===== config.mk =====
export PLATFORM = sky130hd
export DESIGN_NAME = sequence_word_serializer
export DESIGN_NICKNAME = d
export VERILOG_FILES = /design/src/rtl/seq_detect_pkg.sv /design/src/rtl/serializer_shift_reg.sv /design/src/rtl/sequence_word_serializer.sv
export SDC_FILE = /design/constraint.sdc
export NUM_CORES = 1
export LEC_CHECK = 0
export ABC_AREA = 1
export ABC_CLOCK_PERIOD_IN_PS = 2700
export CAP_MARGIN = 20
export CORE_MARGIN = 3
export CORE_UTILIZATION = 45
export CTS_BUF_LIST = sky130_fd_sc_hd__clkbuf_16
export DETAILED_ROUTE_END_ITERATION = 10
export GPL_TIMING_DRIVEN = 0
export PLACE_DENSITY = 0.75
export SLEW_MARGIN = 20
export SYNTH_ARGS = -nofsm -noshare
export SYNTH_HDL_FRONTEND = slang
export SYNTH_HIERARCHICAL = 1
export SYNTH_SLANG_ARGS = --single-unit
export TNS_END_PERCENT = 100

===== constraint.sdc =====
create_clock -name clock -period 2.7 [get_ports clock]
set_clock_uncertainty 0.05 [all_clocks]
set_input_delay 0.54 -clock clock [delete_from_list [all_inputs] [get_ports clock]]
set_output_delay 0.54 -clock clock [all_outputs]
set_load 0.02 [all_outputs]

===== src/rtl/seq_detect_pkg.sv =====
// Shared definitions for the 1011 sequence detector and its word serializer feeder.
// Holds state encodings, the default word width and the detection pattern.
package seq_detect_pkg;

    typedef enum logic {
        ST_IDLE  = 1'b0,
        ST_SHIFT = 1'b1
    } ser_state_t;

    localparam int DEFAULT_WIDTH = 8;

    localparam int             DETECT_LEN     = 4;
    localparam logic [3:0]     DETECT_PATTERN = 4'b1011;

endpackage


===== src/rtl/serializer_shift_reg.sv =====
// Holds the not-yet-sent bits of the current word and presents the next bit to send.
// On load the first bit is passed straight through, so the register only keeps the remainder.
module serializer_shift_reg
    import seq_detect_pkg::*;
#(
    parameter int WIDTH     = DEFAULT_WIDTH,
    parameter bit MSB_FIRST = 1'b1
) (
    input  logic             clock,
    input  logic             reset,
    input  logic             load_i,
    input  logic             shift_i,
    input  logic [WIDTH-1:0] word_i,
    output logic             next_bit_o
);

    logic [WIDTH-1:0] shreg_q;
    logic [WIDTH-1:0] shreg_d;

    always_comb begin
        shreg_d    = shreg_q;
        next_bit_o = MSB_FIRST ? shreg_q[WIDTH-1] : shreg_q[0];
        if (load_i) begin
            next_bit_o = MSB_FIRST ? word_i[WIDTH-1] : word_i[0];
            if (MSB_FIRST) begin
                shreg_d = {word_i[WIDTH-2:0], 1'b0};
            end else begin
                shreg_d = {1'b0, word_i[WIDTH-1:1]};
            end
        end else if (shift_i) begin
            if (MSB_FIRST) begin
                shreg_d = {shreg_q[WIDTH-2:0], 1'b0};
            end else begin
                shreg_d = {1'b0, shreg_q[WIDTH-1:1]};
            end
        end
    end

    always_ff @(posedge clock) begin
        if (reset) begin
            shreg_q <= '0;
        end else begin
            shreg_q <= shreg_d;
        end
    end

endmodule


===== src/rtl/sequence_word_serializer.sv =====
// Accepts parallel words over valid/ready and streams them one bit per clock on sequence_out.
// A new word can be accepted on the last bit of the previous one, so streams have no gaps.
module sequence_word_serializer
    import seq_detect_pkg::*;
#(
    parameter int   WIDTH     = DEFAULT_WIDTH,
    parameter bit   MSB_FIRST = 1'b1,
    parameter logic IDLE_BIT  = 1'b0
) (
    input  logic             clock,
    input  logic             reset,
    input  logic [WIDTH-1:0] word_in,
    input  logic             word_valid,
    output logic             word_ready,
    output logic             sequence_out,
    output logic             bit_valid,
    output logic             word_done,
    output logic             busy
);

    localparam int               CNT_W    = $clog2(WIDTH);
    localparam logic [CNT_W-1:0] LAST_CNT = CNT_W'(WIDTH - 1);

    ser_state_t       state_q, state_d;
    logic [CNT_W-1:0] bit_cnt_q, bit_cnt_d;
    logic             seq_out_q, seq_out_d;
    logic             bit_valid_q, bit_valid_d;
    logic             load, shift, next_bit, accept, at_last;

    serializer_shift_reg #(
        .WIDTH     (WIDTH),
        .MSB_FIRST (MSB_FIRST)
    ) u_shift_reg (
        .clock      (clock),
        .reset      (reset),
        .load_i     (load),
        .shift_i    (shift),
        .word_i     (word_in),
        .next_bit_o (next_bit)
    );

    // Reset gates ready so a word offered during reset is never taken.
    assign at_last    = (bit_cnt_q == LAST_CNT);
    assign word_ready = !reset && ((state_q == ST_IDLE) || (state_q == ST_SHIFT && at_last));
    assign accept     = word_valid && word_ready;

    always_comb begin
        state_d     = state_q;
        bit_cnt_d   = bit_cnt_q;
        load        = 1'b0;
        shift       = 1'b0;
        bit_valid_d = 1'b0;
        seq_out_d   = IDLE_BIT;
        case (state_q)
            ST_IDLE: begin
                if (accept) begin
                    state_d     = ST_SHIFT;
                    bit_cnt_d   = '0;
                    load        = 1'b1;
                    bit_valid_d = 1'b1;
                    seq_out_d   = next_bit;
                end
            end
            ST_SHIFT: begin
                if (!at_last) begin
                    bit_cnt_d   = bit_cnt_q + CNT_W'(1);
                    shift       = 1'b1;
                    bit_valid_d = 1'b1;
                    seq_out_d   = next_bit;
                end else if (accept) begin
                    bit_cnt_d   = '0;
                    load        = 1'b1;
                    bit_valid_d = 1'b1;
                    seq_out_d   = next_bit;
                end else begin
                    state_d   = ST_IDLE;
                    bit_cnt_d = '0;
                end
            end
            default: begin
                state_d   = ST_IDLE;
                bit_cnt_d = '0;
            end
        endcase
    end

    always_ff @(posedge clock) begin
        if (reset) begin
            state_q     <= ST_IDLE;
            bit_cnt_q   <= '0;
            seq_out_q   <= IDLE_BIT;
            bit_valid_q <= 1'b0;
        end else begin
            state_q     <= state_d;
            bit_cnt_q   <= bit_cnt_d;
            seq_out_q   <= seq_out_d;
            bit_valid_q <= bit_valid_d;
        end
    end

    assign sequence_out = seq_out_q;
    assign bit_valid    = bit_valid_q;
    assign word_done    = bit_valid_q && at_last;
    assign busy         = (state_q == ST_SHIFT);

endmodule


==> results of run 1 <==
## worst min-delay path, cell delays in order (launching register included)
cell and delay [ps]:
dfxtp_1 300, nand2_1 60, a21oi_1 50
## synth_stat cells
library cell / n
nor3b_2: 1
nand3_2: 1
a21oi_1: 6
inv_1: 11
nor2_4: 1
ha_1: 2
nor2_1: 3
nand3_1: 10
o21ai_1: 1
dfxtp_1: 12
inv_2: 3
buf_6: 1
buf_4: 1
nand2_1: 32
## flip-flops by register name, summed over array words and instances (netlist names)
register and flops:
u_shift_reg/shreg_q 7, bit_cnt_q 3, bit_valid 1, sequence_out 1
## power groups by stage
stage                     Clock [uW]  Sequential [uW]  Combinational (uW)
final                            261              193                70.4
after global routing             278              194                77.6
after CTS                        265              193                70.4
after detailed placement           0              196                69.9
after global placement             0              196                68.0
after floorplan                    0              197                37.0
## worst min-delay path by stage
stage	to	start	slack, ps
floorplan	u_shift_reg/shreg_q[1]	u_shift_reg/shreg_q[1]	380
global placement	u_shift_reg/shreg_q[6]	u_shift_reg/shreg_q[6]	400
detailed placement	u_shift_reg/shreg_q[6]	u_shift_reg/shreg_q[6]	410
CTS	u_shift_reg/shreg_q[6]	u_shift_reg/shreg_q[6]	410
global route	u_shift_reg/shreg_q[1]	u_shift_reg/shreg_q[1]	440
finish	u_shift_reg/shreg_q[6]	u_shift_reg/shreg_q[6]	410
## layout make-up
class	instances	area, sq um	share of cell area
repair buffers	15	150	0.181
flip-flops and latches	12	240	0.290
clock buffers	3	75.1	0.0905
multi-input cells	57	275	0.332
inverters	14	52.6	0.0633
well taps	14	17.5	0.0211
plain buffers	2	18.8	0.0226
## kinds of logic after synthesis
family	synth area share
flops	0.409
fa+ha+maj	0.0426
buf+inv	0.122
simple gates	0.367
compound gates	0.0597
## routing by layer
| layer | vias to the layer above | track usage |
|---|---|---|
| li1 | 301 | - |
| met1 | 258 | 0.168 |
| met5 | - | 0 |
| met4 | 0 | 0.0932 |
| met2 | 27 | 0.272 |
| met3 | 4 | 0.0429 |
## through the flow
| stage | util | total power (uW) |
|---|---|---|
| floorplan | - | 234 |
| global placement | 0.644 | 264 |
| detailed placement | 0.644 | 266 |
| CTS | 0.708 | 529 |
| global route | 0.708 | 550 |
| finish | 0.708 | 525 |
==> impl_metrics.toml, run 1 <==
[status]
run_status = "completed"

[setup_path]
r2r_slack_ps = 980
crit_path_frequent_cell = "clkdlybuf4s50_1"
cp.required_ps = 2110
path_cells = "clkdlybuf4s50_1 > nor2_1 > clkdlybuf4s50_1"
rr_worst_depth = 10
critPathTopFamily = "buffers and inverters"
path_depth = 3
r2r-start = "bit_cnt_q[0]"
slowest_delay_ps = 610
crit_buf_inv = 2
cp-endpoint = "word_ready"
critPathKind = "input port to primary output"
startpoint = "reset"
timing.rr.end = "u_shift_reg/shreg_q[3]"
cp.arrival_ps = 1920
crit_slowest_cell = "clkdlybuf4s50_1"
cp_max_fo = 10
critPathLaunchType = "input port"
cp-end-kind = "primary output"

[timing]
slew_violations = 0
whs_ps = 415
rsz0062_at_grt = "false"
post-route-period-util = 0.931
fin_ws_ps = 187
hold_viol = 0
setup_viol = 0
fmax_mhz = 398
period_minus_slack_ps = 2510
slew-limit-headroom = 0.745
tightest_slew_ps = 382
tns_ps = 0

[cells_and_area]
drive_above_1_share = 0.107
fill_cells = 101
syn_to_final_growth_pct = 41.4
layout_commonest_cell = "nand2_1"
num_antenna_cells = 0
instances_no_fill = 117
layout_common_cells = "nand2_1 (32), clkdlybuf4s50_1 (15), dfxtp_1 (12), inv_1 (11), nand3_1 (10)"
design_area_sq_um = 830
nets = 118

[logic_synthesis]
synth.top_cell.area_share = 0.409
synth.net_count = 98
synthCells = 85
yosysTopAreaCell = "dfxtp_1"
ys_seq_area_frac = 0.409
synth.distinct_cells = 14
ys_ff_latch = 12
synthTopCellsByArea = "dfxtp_1 (41%), nand2_1 (20%), nand3_1 (8.5%), inv_1 (7.0%), a21oi_1 (5.1%)"
ys.warnings.count = 6
syn_area_per_cell_sq_um = 6.90
syn_area_sq_um = 587

[global_route]
grt_max_degree = 12
grt_pass1_wl_mm = 2.11
grtUsageTotal = 0.157
first_global_vias = 512
gr-total-overflow = 0
antenna_found_initial = 0

[run]
cap_violations = 0

[clocking]
cts_htree_levels = 1
cts_tree = "done"
clock_sinks = 12
postCtsHoldBufs = 0
path_clk_slew_ps = 40
clock_latency_ps = 230
clock_path_buffers = 2
numCtsBuffers = 3
cts_setup_buffers = 0
ctsResizeCount = 0
clk_root_buffer_cell = "clkbuf_16"

[worst_hold_path]
hold_depth = 2
worstHoldPathType = "flop to flop"

[detailed_routing]
vias = 590
drt_iter0_drc = 17
wl_met1_um = 535
remaining_drc_errors = 0
routed_wirelength_mm = 1.26
wl_met2_um = 619
drtAntennaViolNets = 0
vias_per_cell = 5.04
wl_met3_um = 93
highest_layer = "met4"
drt_pass1_iterations = 4
wl_per_cell_um = 10.8

[placement]
portBuffers = 15
post_dp_cell_area_sq_um = 754
place_ws_ps = 167
place_hpwl_um = 859
place.gp.congestion = 0.744
dp_cells = 114

[power]
powerDensity_nw_per_um2 = 633
seqPwrFrac = 0.368
p_leak_uw = 0.000412
p_sw_frac = 0.213
intPower_uw = 414
switchingPower_uw = 112
p_clk_frac = 0.497
ir_worst_vdd_v = 0.000442
combinationalPowerShare = 0.134

[die]
chipHeight_um = 42.1
dieWidth_um = 42.1
num_rows = 12
core_sq_um = 1170
dieArea_sq_um = 1770
pin_count = 16
start_util = 0.501
Power figures use the tool's default switching activity.
==> run 2, diff against run 1 <==
CAP_MARGIN = 10   (was 20)
PLACE_DENSITY = 0.81   (was 0.75)
==> run 2 against run 1 <==
Effect of this change:
- via count is 2.4% lower
- sequential power hardly changed
- sequential share of layout area is 0.13 points lower
- critical path depth stayed put
- first-iteration DRC count is 5.9% higher
- fmax is 0.81% lower
- non-clock buffer count stayed put
- hold slack better by 9.5 ps
- power is 1.3% higher
- combinational power hardly changed
- routed wire length is 1.0% higher
- register-to-register slack hardly changed
- highest routed layer is now met3
==> impl_metrics.toml, run 2 (synthesis gave the netlist of run 1 again) <==
[status]
run_status = "completed"

[setup_path]
cp.arrival_ps = 1940
cp_max_fo = 10
crit_slowest_cell = "clkdlybuf4s50_1"
cp-end-kind = "primary output"
critPathKind = "input port to primary output"
crit_path_frequent_cell = "clkdlybuf4s50_1"
critPathLaunchType = "input port"
path_cells = "clkdlybuf4s50_1 > nor2_1 > clkdlybuf4s50_1"
cp.required_ps = 2110
slowest_delay_ps = 620

[global_route]
first_global_vias = 492
gr-total-overflow = 0
grt_max_degree = 12
grtUsageTotal = 0.154
antenna_found_initial = 0
grt_pass1_wl_mm = 2.08

[clocking]
clock_path_buffers = 2
cts_htree_levels = 1
clock_latency_ps = 240
cts_tree = "done"
postCtsHoldBufs = 0
cts_setup_buffers = 0
clk_root_buffer_cell = "clkbuf_16"
path_clk_slew_ps = 40
clock_sinks = 12
numCtsBuffers = 3
ctsResizeCount = 0

[timing]
slew-limit-headroom = 0.722
slew_violations = 0
tightest_slew_ps = 416
hold_viol = 0
tns_ps = 0
rsz0062_at_grt = "false"
fmax_mhz = 395
post-route-period-util = 0.938
period_minus_slack_ps = 2530
setup_viol = 0

[die]
num_rows = 12
chipHeight_um = 42.1
start_util = 0.501
core_sq_um = 1170
dieArea_sq_um = 1770
pin_count = 16
dieWidth_um = 42.1

[cells_and_area]
nets = 118
instances_no_fill = 118
reg.largest.list = "u_shift_reg/shreg_q: 7 flops, bit_cnt_q: 3 flops"
drive_above_1_share = 0.106
syn_to_final_growth_pct = 42.0
fill_cells = 103
largest_reg_flops = 7
utilization = 0.712
regArea_sq_um = 240
layout_commonest_cell = "nand2_1"
multi_input_comb_area_sq_um = 275
num_antenna_cells = 0
layout_common_cells = "nand2_1 (32), clkdlybuf4s50_1 (15), dfxtp_1 (12), inv_1 (11), nand3_1 (10)"
largest_register = "u_shift_reg/shreg_q"

[placement]
place.gp.congestion = 0.757
dp_cells = 114
portBuffers = 15
place_hpwl_um = 829

[power]
powerDensity_nw_per_um2 = 639
p_leak_uw = 0.000414
ir_worst_vdd_v = 0.000565

[detailed_routing]
vias = 576
drtAntennaViolNets = 0
remaining_drc_errors = 0
routed_wirelength_mm = 1.28
wl_per_cell_um = 10.8
drt_iter0_drc = 18
vias_per_cell = 4.88
drt_pass1_iterations = 5

[run]
cap_violations = 0

[worst_hold_path]
worstHoldPathType = "flop to flop"
==> run 2: through the flow <==
step	setup WS [ps]	total power [uW]	instance area (sq um)	hold WS (ps)
floorplan	979	234	587	384
global placement	167	264	754	402
detailed placement	153	265	754	407
CTS	149	537	833	421
global route	92.8	556	833	439
finish	167	532	833	424
==> run 2: path summary, 6_finish.rpt <==
kind                            endpoint    startpoint  slack (ps)  depth (start not counted)
setup reg to reg  u_shift_reg/shreg_q[1]  bit_cnt_q[0]         990                         10
setup / recovery              word_ready         reset         170                          3
hold reg to reg             bit_cnt_q[0]  bit_cnt_q[0]         420                          1
hold / removal              bit_cnt_q[0]  bit_cnt_q[0]         420                          1
==> run 2: where the power goes <==
group	internal, uW	switching (uW)
Sequential	187	5.86
Clock	195	74.0
Combinational	34.0	36.4
Total	416	116
==> run 2: layer usage <==
metal / vias up / GRT usage / wire length, um
met1: 253 / 0.171 / 524
met3: 0 / 0.0773 / 84
met2: 23 / 0.272 / 666
li1: 300 / - / -
met5: - / 0 / 0
met4: 0 / 0.0186 / 0
==> run 2: worst max-delay path: cells and delay by family <==
kind	cells	cell delay, ps
buffers and inverters	2	1230
and+or+nand+nor	1	180
==> run 2: area by class of cell <==
| cell class | instances | area share |
|---|---|---|
| plain buffers | 2 | 0.0225 |
| clock buffers | 3 | 0.0901 |
| well taps | 14 | 0.0210 |
| flip-flops and latches | 12 | 0.288 |
| multi-input cells | 57 | 0.330 |
| inverters | 14 | 0.0631 |
| repair buffers | 15 | 0.180 |
| clock inverters | 1 | 0.00450 |
==> run 3, diff against run 2 <==
REMOVE_ABC_BUFFERS = 1   (was default)
==> run 3 against run 2 <==
Effect of this change:
- non-clock buffer count down 2
- routed wire length down 0.16%
- fmax is essentially flat
- register-to-register slack worse by 140 ps
- core utilization fell by 1.6 points
- critical endpoint unchanged
==> impl_metrics.toml, run 3 (synthesis gave the netlist of run 1 again) <==
[cells_and_area]
design_area_sq_um = 815
num_antenna_cells = 0
nets = 116
layout_commonest_cell = "nand2_1"
reg.largest.list = "u_shift_reg/shreg_q: 7 flops, bit_cnt_q: 3 flops"
fill_cells = 110
largest_reg_flops = 7
drive_above_1_share = 0.0882
largest_register = "u_shift_reg/shreg_q"
syn_to_final_growth_pct = 38.8
layout_common_cells = "nand2_1 (32), clkdlybuf4s50_1 (15), dfxtp_1 (12), inv_1 (11), nand3_1 (10)"

[timing]
slew_violations = 0
rsz0062_at_grt = "false"
fmax_mhz = 394
tightest_slew_ps = 386
post-route-period-util = 0.939
period_minus_slack_ps = 2540
tns_ps = 0
setup_viol = 0
fin_ws_ps = 165
slew-limit-headroom = 0.742
hold_viol = 0
whs_ps = 410

[setup_path]
cp.required_ps = 2110
path_cells = "clkdlybuf4s50_1 > nor2_1 > clkdlybuf4s50_1"
critPathTopFamily = "buffers and inverters"
crit_slowest_cell = "clkdlybuf4s50_1"
critPathLaunchType = "input port"
cp.arrival_ps = 1950
crit_buf_inv = 2
cp_max_fo = 10
crit_path_frequent_cell = "clkdlybuf4s50_1"
cp-end-kind = "primary output"
slowest_delay_ps = 620
critPathKind = "input port to primary output"

[die]
dieArea_sq_um = 1770
core_sq_um = 1170
dieWidth_um = 42.1
chipHeight_um = 42.1
pin_count = 16
start_util = 0.501
num_rows = 12

[detailed_routing]
drt_pass1_iterations = 4
wl_per_cell_um = 11.0
drt_iter0_drc = 6
vias_per_cell = 4.79
drtAntennaViolNets = 0
remaining_drc_errors = 0
vias = 556
routed_wirelength_mm = 1.27

[placement]
portBuffers = 15
post_dp_cell_area_sq_um = 736
place_ws_ps = 176
place_hpwl_um = 842
place.gp.congestion = 0.755

[run]
cap_violations = 0

[clocking]
ctsResizeCount = 0
cts_tree = "done"
clock_latency_ps = 240
postCtsHoldBufs = 0
cts_setup_buffers = 0
path_clk_slew_ps = 40
clock_sinks = 12
cts_htree_levels = 1
numCtsBuffers = 3
clk_root_buffer_cell = "clkbuf_16"
clock_path_buffers = 2

[status]
run_status = "completed"

[power]
ir_worst_vdd_v = 0.000365
powerDensity_nw_per_um2 = 649
p_leak_uw = 0.000403
power_uw = 528

[global_route]
gr-total-overflow = 0
grt_max_degree = 12
antenna_found_initial = 0
first_global_vias = 462
grt_pass1_wl_mm = 2.05
grtUsageTotal = 0.152

[worst_hold_path]
worstHoldPathType = "flop to flop"
[run 3: cell types whose count changed in the layout (fill, tap and decap cells not counted), sizes merged]
cell / change
buf: -2
[run 3: cell type report]
cell class | instances | area (sq um) | area share
multi-input cells | 57 | 275 | 0.338
flip-flops and latches | 12 | 240 | 0.295
repair buffers | 15 | 150 | 0.184
clock buffers | 3 | 75.1 | 0.0922
inverters | 14 | 52.6 | 0.0645
well taps | 14 | 17.5 | 0.0215
clock inverters | 1 | 3.75 | 0.00461
[run 3: path summary, 6_finish.rpt]
path	from	endpoint	slack (ps)	depth (start not counted)
setup / recovery	reset	word_ready	160	3
hold / removal	u_shift_reg/shreg_q[1]	u_shift_reg/shreg_q[1]	410	2
setup reg to reg	bit_cnt_q[0]	u_shift_reg/shreg_q[4]	850	11
hold reg to reg	u_shift_reg/shreg_q[1]	u_shift_reg/shreg_q[1]	410	2
[run 3: through the flow]
step | cells | util
6_report | 116 | 0.696
5_1_grt | 116 | 0.696
4_1_cts | 116 | 0.696
3_5_place_dp | 112 | 0.628
3_3_place_gp | 112 | 0.628
2_1_floorplan | 83 | -
[run 3: power by group]
group | internal (uW) | switching (uW) | leakage [uW]
registers | 187 | 6.26 | 0.0000981
clock network | 195 | 73.7 | 0.0000385
logic | 31.2 | 35.5 | 0.000266
total | 413 | 115 | 0.000403
[run 3: metal layers]
layer	global-route usage	routed length, um	share of wire	vias to the layer above
met2	0.210	600	0.47	14
met1	0.194	600	0.47	242
li1	-	-	-	298
met5	0	0	0	-
met4	0.106	15	0.012	0
met3	0.0558	56	0.044	2
[run 3: worst register-to-register path, delay by kind of cell (launching register included)]
kind                       cells  cell delay, ps
buffers and inverters          4             560
DFF                            1             350
and+or+nand+nor                5             450
adders and majority gates      2             320
